$ cat src/rtl/down_counter_reload.sv
// Loadable down counter / timer: counts a loaded start value N down to 0 and pulses tc
// as q reaches 0, then either stops in DONE (one-shot) or reloads N (auto-reload).
//
// state | meaning
// IDLE  | q holds, en ignored
// RUN   | counting on enabled cycles
// DONE  | one-shot finished, q=0 held, done=1
module down_counter_reload #(
  parameter int WIDTH = 3
) (
  input  logic             clk,
  input  logic             clear_n,
  input  logic             load,
  input  logic [WIDTH-1:0] load_val,
  input  logic             en,
  input  logic             auto_reload,
  output logic [WIDTH-1:0] q,
  output logic             tc,
  output logic             busy,
  output logic             done
);

  typedef enum logic [1:0] {
    IDLE = 2'd0,
    RUN  = 2'd1,
    DONE = 2'd2
  } state_t;

  localparam logic [WIDTH-1:0] ONE  = WIDTH'(1);
  localparam logic [WIDTH-1:0] ZERO = '0;

  state_t           state_q, state_d;
  logic [WIDTH-1:0] count_q, count_d;
  logic [WIDTH-1:0] reload_q, reload_d;
  logic             tc_q, tc_d;
  logic             done_q, done_d;

  always_ff @(posedge clk or negedge clear_n) begin
    if (!clear_n) begin
      state_q  <= IDLE;
      count_q  <= ZERO;
      reload_q <= ZERO;
      tc_q     <= 1'b0;
      done_q   <= 1'b0;
    end else begin
      state_q  <= state_d;
      count_q  <= count_d;
      reload_q <= reload_d;
      tc_q     <= tc_d;
      done_q   <= done_d;
    end
  end

  always_comb begin
    state_d  = state_q;
    count_d  = count_q;
    reload_d = reload_q;
    tc_d     = 1'b0;
    done_d   = done_q;

    if (load) begin
      // A zero start value parks the block instead of producing an instant tc.
      count_d  = load_val;
      reload_d = load_val;
      done_d   = 1'b0;
      state_d  = (load_val != ZERO) ? RUN : IDLE;
    end else begin
      case (state_q)
        RUN: begin
          if (en) begin
            if (count_q > ONE) begin
              count_d = count_q - ONE;
            end else if (count_q == ONE) begin
              count_d = ZERO;
              tc_d    = 1'b1;
              if (!auto_reload) begin
                state_d = DONE;
                done_d  = 1'b1;
              end
            end else begin
              count_d = reload_q;
            end
          end
        end
        DONE: begin
          count_d = ZERO;
        end
        default: begin
        end
      endcase
    end
  end

  assign q    = count_q;
  assign tc   = tc_q;
  assign busy = (state_q == RUN);
  assign done = done_q;

endmodule
$ cat config.mk
export PLATFORM = sky130hd
export DESIGN_NAME = down_counter_reload
export DESIGN_NICKNAME = d
export VERILOG_FILES = /design/src/rtl/down_counter_reload.sv
export SDC_FILE = /design/constraint.sdc
export NUM_CORES = 1
export LEC_CHECK = 0
export BUFFER_PORTS_ARGS = -buffer_cell sky130_fd_sc_hd__buf_2
export CORE_ASPECT_RATIO = 0.75
export CORE_MARGIN = 1.5
export CORE_UTILIZATION = 27
export DETAILED_ROUTE_END_ITERATION = 10
export PLACE_DENSITY = 0.47
export SYNTH_ARGS = -nofsm -noshare
export SYNTH_HDL_FRONTEND = slang
export SYNTH_SLANG_ARGS = --single-unit
export TNS_END_PERCENT = 100
$ cat constraint.sdc
create_clock -name clk -period 1.9 [get_ports clk]
set_input_delay 0.095 -clock clk [delete_from_list [all_inputs] [get_ports clk]]
set_output_delay 0.095 -clock clk [all_outputs]
set_load 0.01 [all_outputs]
-- Word-level counts from Yosys, hierarchy flattened
Index checks and enable logic that the tools add are counted.
- bits in registers: 10
- output and inout port bits: 6
- equality and inequality tests: 6
- $lt $le $gt $ge: 1
- mux-type cells: 23
- reduce and logical (&&, ||, !) cells: 7
- add/subtract/negate cells: 1
- operators by type and width (cell ; number):
    two-way mux 1 bit ; 12
    two-way mux 2 bit ; 6
    two-way mux 3 bit ; 4
    one-hot mux 3 bit (2 select lines) ; 1
    nonzero test 2 bit ; 3
    nonzero test 3 bit ; 2
    AND reduction 5 bit ; 1
    != test 2 bit, second input constant ; 2
    == test 3 x 1 -> 1 bit, second input constant ; 1
    greater-than comparator 3 x 1 -> 1 bit, second input constant ; 1
    != test 3 bit, second input constant ; 1
    subtractor 3 x 1 -> 3 bit, second input constant ; 1
    == test 2 x 1 -> 1 bit, second input constant ; 1
    == test 2 bit, second input constant ; 1
    AND reduction 2 bit ; 1

-- Depth between registers and ports, before layout
Gate-level depths: netlist (run 1).
- word-level depth: 6
- mapped depth: 6
- depth with buffers taken out: 6

-- Worst setup path before layout (run 1)
Ideal clock, no wire load.
- path type: reg-to-reg
- from: register count_q[1] (netlist: q[1])
- to: register count_q[2] (netlist: q[2])
- buffers on the path: 0
- cell stages (with the launch flop): 7
- data arrival time: 1.310 ns
- setup slack: 0.487 ns
- clock period less this slack: 1.413 ns
- required time: 1.796 ns
- path through: dfrtp_1 > inv_1 > ha_1 > nor2b_1 > nor3_2 > nand2_1 > o311ai_1
- cells in the longest elaborated chain, start to end: 6
- elaborated cells between the ends (all ways): 8
- ends and longest elaborated chain (element ; RTL line ; source):
    start, declared ; 33 ; logic [WIDTH-1:0] count_q, count_d;
    start signal, assigned ; 47 ; count_q <= count_d;
    parallel branches: the longest is 2 deep, another holds subtractor 3 x 1 -> 3 bit ; n/a ;
    two-way mux 3 bit (*) ; 71 ; if (count_q > ONE) begin
    two-way mux 3 bit (*) ; 70 ; if (en) begin
    one-hot mux 3 bit (2 select lines) (*) ; 68 ; case (state_q)
    two-way mux 3 bit (*) ; 61 ; if (load) begin
Mark *: on every way between the ends. The select of a mux whose other input is x is not followed.
A chain may end at the register's enable or synchronous reset.

-- Worst setup path after layout (run 1)
- from: register count_q[1] (netlist: q[1])
- to: register count_q[0] (netlist: q[0])
- cells in the longest elaborated chain, start to end: 6
- elaborated cells between the ends (all ways): 7
- ends and longest elaborated chain (element ; RTL line):
    parallel branches: the longest is 2 deep, another holds greater-than comparator 3 x 1 -> 1 bit ; n/a
    two-way mux 3 bit (*) ; 71
    two-way mux 3 bit (*) ; 70
    one-hot mux 3 bit (2 select lines) (*) ; 68
    two-way mux 3 bit (*) ; 61
Marked as above.

==> results of run 1 <==
[power by group]
part	total [uW]	switching [uW]	leakage, uW	internal [uW]
combinational	133	70.2	0.000177	62.3
sequential	238	24.9	0.000111	214
clock	155	73.2	0.0000150	81.3
[worst min path at each step]
stage / startpoint / end / slack (ns)
2_1_floorplan: clear_n / q[0]$_DFFE_PN0P_ / -0.20
3_3_place_gp: clear_n / q[2]$_DFFE_PN0P_ / -0.03
3_5_place_dp: clear_n / tc$_DFF_PN0_ / -0.04
4_1_cts: load_val[2] / state_q[0]$_DFFE_PN0P_ / 0.06
5_1_grt: load_val[2] / state_q[0]$_DFFE_PN0P_ / 0.07
6_report: load_val[2] / state_q[0]$_DFFE_PN0P_ / 0.06
[cells in the final DEF (no fill, tap or decap), types with 2 or more instances in the layout]
cell | Yosys | layout
nor2_1 | 7 | 7
o21ai_1 | 3 | 3
buf_2 | 0 | 13
ha_1 | 2 | 2
nand2_1 | 7 | 7
a31oi_1 | 2 | 2
and2b_2 | 2 | 2
clkbuf_4 | 0 | 3
mux2i_1 | 2 | 2
inv_1 | 5 | 5
dfrtp_1 | 9 | 9
[per-stage QoR]
step           utilization [%]  hold slack, ns
6_report                 35.49         0.06445
5_1_grt                  35.49         0.07358
4_1_cts                  35.49         0.06132
3_5_place_dp             33.38        -0.03901
3_3_place_gp             33.38        -0.03120
2_1_floorplan                -         -0.2006
[layout make-up]
cell class	instances	area, sq um	share of cell area (%)
tap	22	27.53	4.499
timing repair buffer	14	75.07	12.27
inverter	5	18.77	3.067
sequential	9	225.2	36.81
multi-input combinational	37	239.0	39.06
clock buffer	4	26.28	4.294
[registers in the layout, indices dropped and copies added (netlist names)]
register / count
q: 3
reload_q: 3
state_q: 2
tc: 1
[layer usage]
layer	share of wire (%)	vias up	GRT usage [%]	wire, microns
li1	-	211	-	-
met1	50	201	15.79	507
met2	41	16	15.19	419
met3	7.1	4	6.107	73
met4	2.2	0	8.974	23
met5	0	-	0	0
[worst max-delay path, delay by kind of cell, from the launching register on]
kind                     cells  cell delay [ns]
flip-flops                   1             0.42
AO/OA/AOI/OAI                2             0.38
buffers and inverters        1             0.09
adder cells (fa/ha/maj)      1             0.17
AND/OR/NAND/NOR              2             0.40
[cell families after synthesis]
| group | after synthesis |
|---|---|
| AOI/OAI and AO/OA | 9 |
| adders and majority gates | 2 |
| buffers and inverters | 6 |
| DFF | 9 |
| muxes | 2 |
| and+or+nand+nor | 24 |
==> reports/summary.txt, run 1 <==
Status - finished, final reports clean
Post-Route Skew - 0.0004096 ns
Routed vias/inst - 4.747
Gr usage total - 12.18%
Syn Std Cell Area - 490.5 sq um
Syn_nets - 62
Adder-cell area share of the yosys netlist - 5.102%
Post-synth top area cell - dfrtp_1
Post-route ant nets - 0
Leakage - 0.0003022 uW
Cell Count, Final, Fillers Out - 91
Most common cell in the synthesized netlist - dfrtp_1
Nets - 80
Netlist cell types - 22
Cell Area, Placed - 575.6 sq um
Cts hold-fix bufs - 1
Setup WS post-layout - 0.3663 ns
Worst path required time - 2.09 ns
Die height - 39.91 microns
ANT cells - 0
Synth-to-layout area growth - 24.75%
Pwr per Cell Area - 859.0 nW/um^2
Placer congestion estimate - 0.8823
Slew of the pin with the lowest slew margin - 0.3397 ns
Fmax - 652.0 MHz
Post-synth ARST share - 100.0%
Post-Place Setup Slack - 0.4298 ns
Startpoint types - flip-flop
Post-synth EDFFs - 0
Synth Area in Compound Gates - 11.73%
Tcrit/Tclk final - 80.72%
CTS Sinks - 9
R2R Setup Slk - 0.37 ns
Port bufs - 13
Worst r2r src - q[1]$_DFFE_PN0P_
Die Footprint - 2084 sq um
Path depth of the worst reg2reg path - 6
Post-route minimum period - 1.534 ns
Worst Hold Depth - 3
Total power - 525.6 uW
Core Area - 1724 sq um
Root Buffer - clkbuf_4
Synth Warn # - 0
Proportion of synthesized area in mux cells - 4.082%
CP startpoint - q[1]$_DFFE_PN0P_
Number of setup buffers added after CTS - 0
CP max stage delay - 0.42 ns
Setup tns final - 0 ns
Post_cts resized - 0
Worst-skew pair later-pin latency - 0.27 ns
Post-route DRC violation count - 0
Initial DRC count - 8
Yosys reg bits - 9
Worst reg2reg path endpoint - q[0]$_DFFE_PN0P_
GRT Residual Overflow - 0
Die width - 52.22 microns
First-pass GRT wire length - 1.676 mm
Critical Path Fanout Max - 6
CTS tree - done
Synth Area in Simple Gates - 27.81%
Largest cells by area after synthesis - dfrtp_1 (46%), nand2_1 (5.4%), nor2_1 (5.4%)
WL final - 1.023 mm
Post-Layout Inst Area - 611.8 sq um
Seq/Total Area, Yosys - 45.92%
Row count - 13
Antenna violations before repair - 0
Critical-path cell with the highest stage delay - dfrtp_1
CTS clock-pin slew for the worst setup and hold paths - 0.06 ns
Top_reg_cell synth - dfrtp_1
# IOs - 14
Cells after Synth - 52
Slew Viols, Final - 0
Setup CP Type - reg2reg
Largest net degree at the start of global routing - 14
Share of cells above drive strength 1 - 30.43%
Setup-failing EPs final - 0
H-tree depth - 1
Via count - 432
DRT Pass-1 Iters - 4
WL per Instance - 11.24 microns
Fillers - 187
Post-Synth XOR/XNOR Area - 0%
Num CTS Buffers - 3
Share of the synthesized area in the top cell type - 45.92%
Maximum root-to-sink buffer count - 2
Final-report hold violation count - 0
RSZ-0062 raised after global routing - no
Synth Area per Inst - 9.432 sq um
Placed insts - 86
Worst setup path end - q[0]$_DFFE_PN0P_
MaxCap Viol Count - 0
WP data arrival - 1.72 ns
List of most frequent post-synthesis cells - dfrtp_1 (9), nand2_1 (7), nor2_1 (7), inv_1 (5), o21ai_1 (3)
Crit-path cells - inv_1, ha_1, nor2b_1, nor3_2, o311ai_0, a31oi_1
Peak supply drop - 0.3753 mV
Min-delay worst type - in2reg
Initial Util - 28.45%
CP endpoint kind - flip-flop
Largest family of logic cells by synthesized area - simple AND/OR/NAND/NOR gates
Number of global-route vias before repair - 377
Worst slew margin - 77.07%
(Power assumes the default switching activity.)
==> run 2: changes to the inputs <==
- PLACE_DENSITY: 0.47 -> 0.49
- clock period: 1.9 -> 1.3 ns (I/O delays scaled with it)
==> reports/summary.txt, run 2 (same netlist as run 1, synthesis figures left out) <==
Status - finished, final reports clean
Placed insts - 93
CTS clock-pin slew for the worst setup and hold paths - 0.06 ns
Routed vias/inst - 4.576
RSZ-0062 raised after global routing - yes
ANT cells - 0
Synth-to-layout area growth - 53.06%
Maximum root-to-sink buffer count - 2
Worst path required time - 1.43 ns
Critical Path Fanout Max - 5
Post-DP HPWL - 838.6 microns
Pwr per Cell Area - 1217 nW/um^2
Post-route ant nets - 0
Initial DRC count - 6
Area taken by multi-input logic gates - 307.8 sq um
Share of cells above drive strength 1 - 55.84%
Post-Layout Inst Area - 750.7 sq um
Die Footprint - 2084 sq um
Largest net degree at the start of global routing - 14
Final-report hold violation count - 0
Most common cell after layout, fill and taps aside - buf_2
WP data arrival - 1.42 ns
Setup tns final - 0 ns
DRT Pass-1 Iters - 4
Antenna violations before repair - 0
Root Buffer - clkbuf_4
# IOs - 14
Min-delay worst type - in2reg
Port bufs - 13
First-pass GRT wire length - 1.890 mm
WL per Instance - 11.20 microns
Net Sw Frac - 32.50%
CP max stage delay - 0.37 ns
R2R Setup Slk - 0.01 ns
Slew of the pin with the lowest slew margin - 0.2750 ns
Cell Area, Placed - 640.6 sq um
Setup-failing EPs final - 0
Startpoint types - flip-flop
Number of global-route vias before repair - 439
WL final - 1.109 mm
CP endpoint kind - flip-flop
Gr usage total - 13.39%
Total power - 913.8 uW
Post-route minimum period - 1.289 ns
Row count - 13
Critical-path cell with the highest stage delay - dfrtp_1
Die width - 52.22 microns
CTS Sinks - 9
Commonest cells after routing, fill and taps aside - buf_2 (13), dfrtp_1 (7), nand2_1 (6), buf_4 (6), nor2_1 (5)
Peak supply drop - 0.5177 mV
Flop pwr share - 38.0%
Comb power frac - 37.9%
Initial Util - 28.45%
Cell Count, Final, Fillers Out - 99
Int Pwr - 616.8 uW
Post-route DRC violation count - 0
Worst slew margin - 81.67%
Post-Route Skew - 0.001773 ns
Crit-path cells - and2b_2, or3_4, nand2_2, o311ai_2
Num CTS Buffers - 3
Worst-skew pair later-pin latency - 0.26 ns
H-tree depth - 1
Slew Viols, Final - 0
Placer congestion estimate - 0.9305
Leakage - 0.0003483 uW
Clock share of power - 24.1%
CTS tree - done
Die height - 39.91 microns
Fillers - 189
CP top delay family - simple AND/OR/NAND/NOR gates
WP buf/inv - 0
FF/Latch Area - 227.7 sq um
GRT Residual Overflow - 0
Via count - 453
Fmax - 775.9 MHz
Setup CP Type - reg2reg
P_sw - 296.9 uW
Tcrit/Tclk final - 99.13%
Core Area - 1724 sq um
Nets - 88
MaxCap Viol Count - 0
run 2: final cells by class:
| class | count | share of cell area (%) |
|---|---|---|
| Multi-Input combinational cell | 37 | 41.00 |
| Sequential cell | 9 | 30.33 |
| Timing Repair Buffer | 22 | 19.00 |
| Tap cell | 22 | 3.667 |
| Clock buffer | 4 | 3.500 |
| Inverter | 5 | 2.500 |
run 2: routing by layer:
| metal | vias up | global-route usage (%) | routed length (microns) |
|---|---|---|---|
| met1 | 220 | 16.44 | 546 |
| met3 | 0 | 8.397 | 72 |
| met4 | 0 | 1.923 | 0 |
| met5 | - | 0 | 0 |
| li1 | 224 | - | - |
| met2 | 9 | 20.57 | 490 |
run 2: worst reg2reg max path: cells and delay by family (launching register included):
| kind | cells | cell delay, ns |
|---|---|---|
| AND/OR/NAND/NOR | 3 | 0.70 |
| flip-flops | 1 | 0.37 |
| AO/OA/AOI/OAI | 1 | 0.09 |
run 2: metrics by stage:
stage / util, % / setup slack [ns] / hold slack (ns)
2_1_floorplan: - / -0.02781 / -0.2306
6_report: 43.54 / 0.01125 / 0.04151
3_5_place_dp: 37.16 / -0.03142 / -0.06929
4_1_cts: 39.62 / 0.005978 / 0.04128
5_1_grt: 43.54 / -0.04761 / 0.05843
3_3_place_gp: 37.16 / -0.0004373 / -0.06953
run 2: power by group through the flow:
stage | registers, uW | logic, uW | clock network (uW)
final | 347 | 346 | 220
after global placement | 347 | 273 | 0
after global routing | 353 | 383 | 247
after CTS | 342 | 276 | 226
after detailed placement | 347 | 269 | 0
after floorplan | 364 | 129 | 0
run 2: timing repair:
item / CTS / global route
endpoints found under the setup margin: 1 / 5
pin swaps: 1 / 3
hold endpoints to repair: 9 / 0
hold buffers: 1 / 0
setup buffers: 0 / 1
gates resized for setup: 1 / 13
run 2: final timing paths:
path | startpoint | end | cells after the start
hold / removal | load_val[2] | state_q[0]$_DFFE_PN0P_ | 3
setup / recovery | state_q[0]$_DFFE_PN0P_ | q[2]$_DFFE_PN0P_ | 4
hold reg to reg | reload_q[1]$_DFFE_PN0P_ | reload_q[1]$_DFFE_PN0P_ | 2
min in group asynchronous | clear_n | state_q[1]$_DFFE_PN0P_ | 2
setup reg to reg | state_q[0]$_DFFE_PN0P_ | q[2]$_DFFE_PN0P_ | 4
max in group asynchronous | clear_n | q[1]$_DFFE_PN0P_ | 2
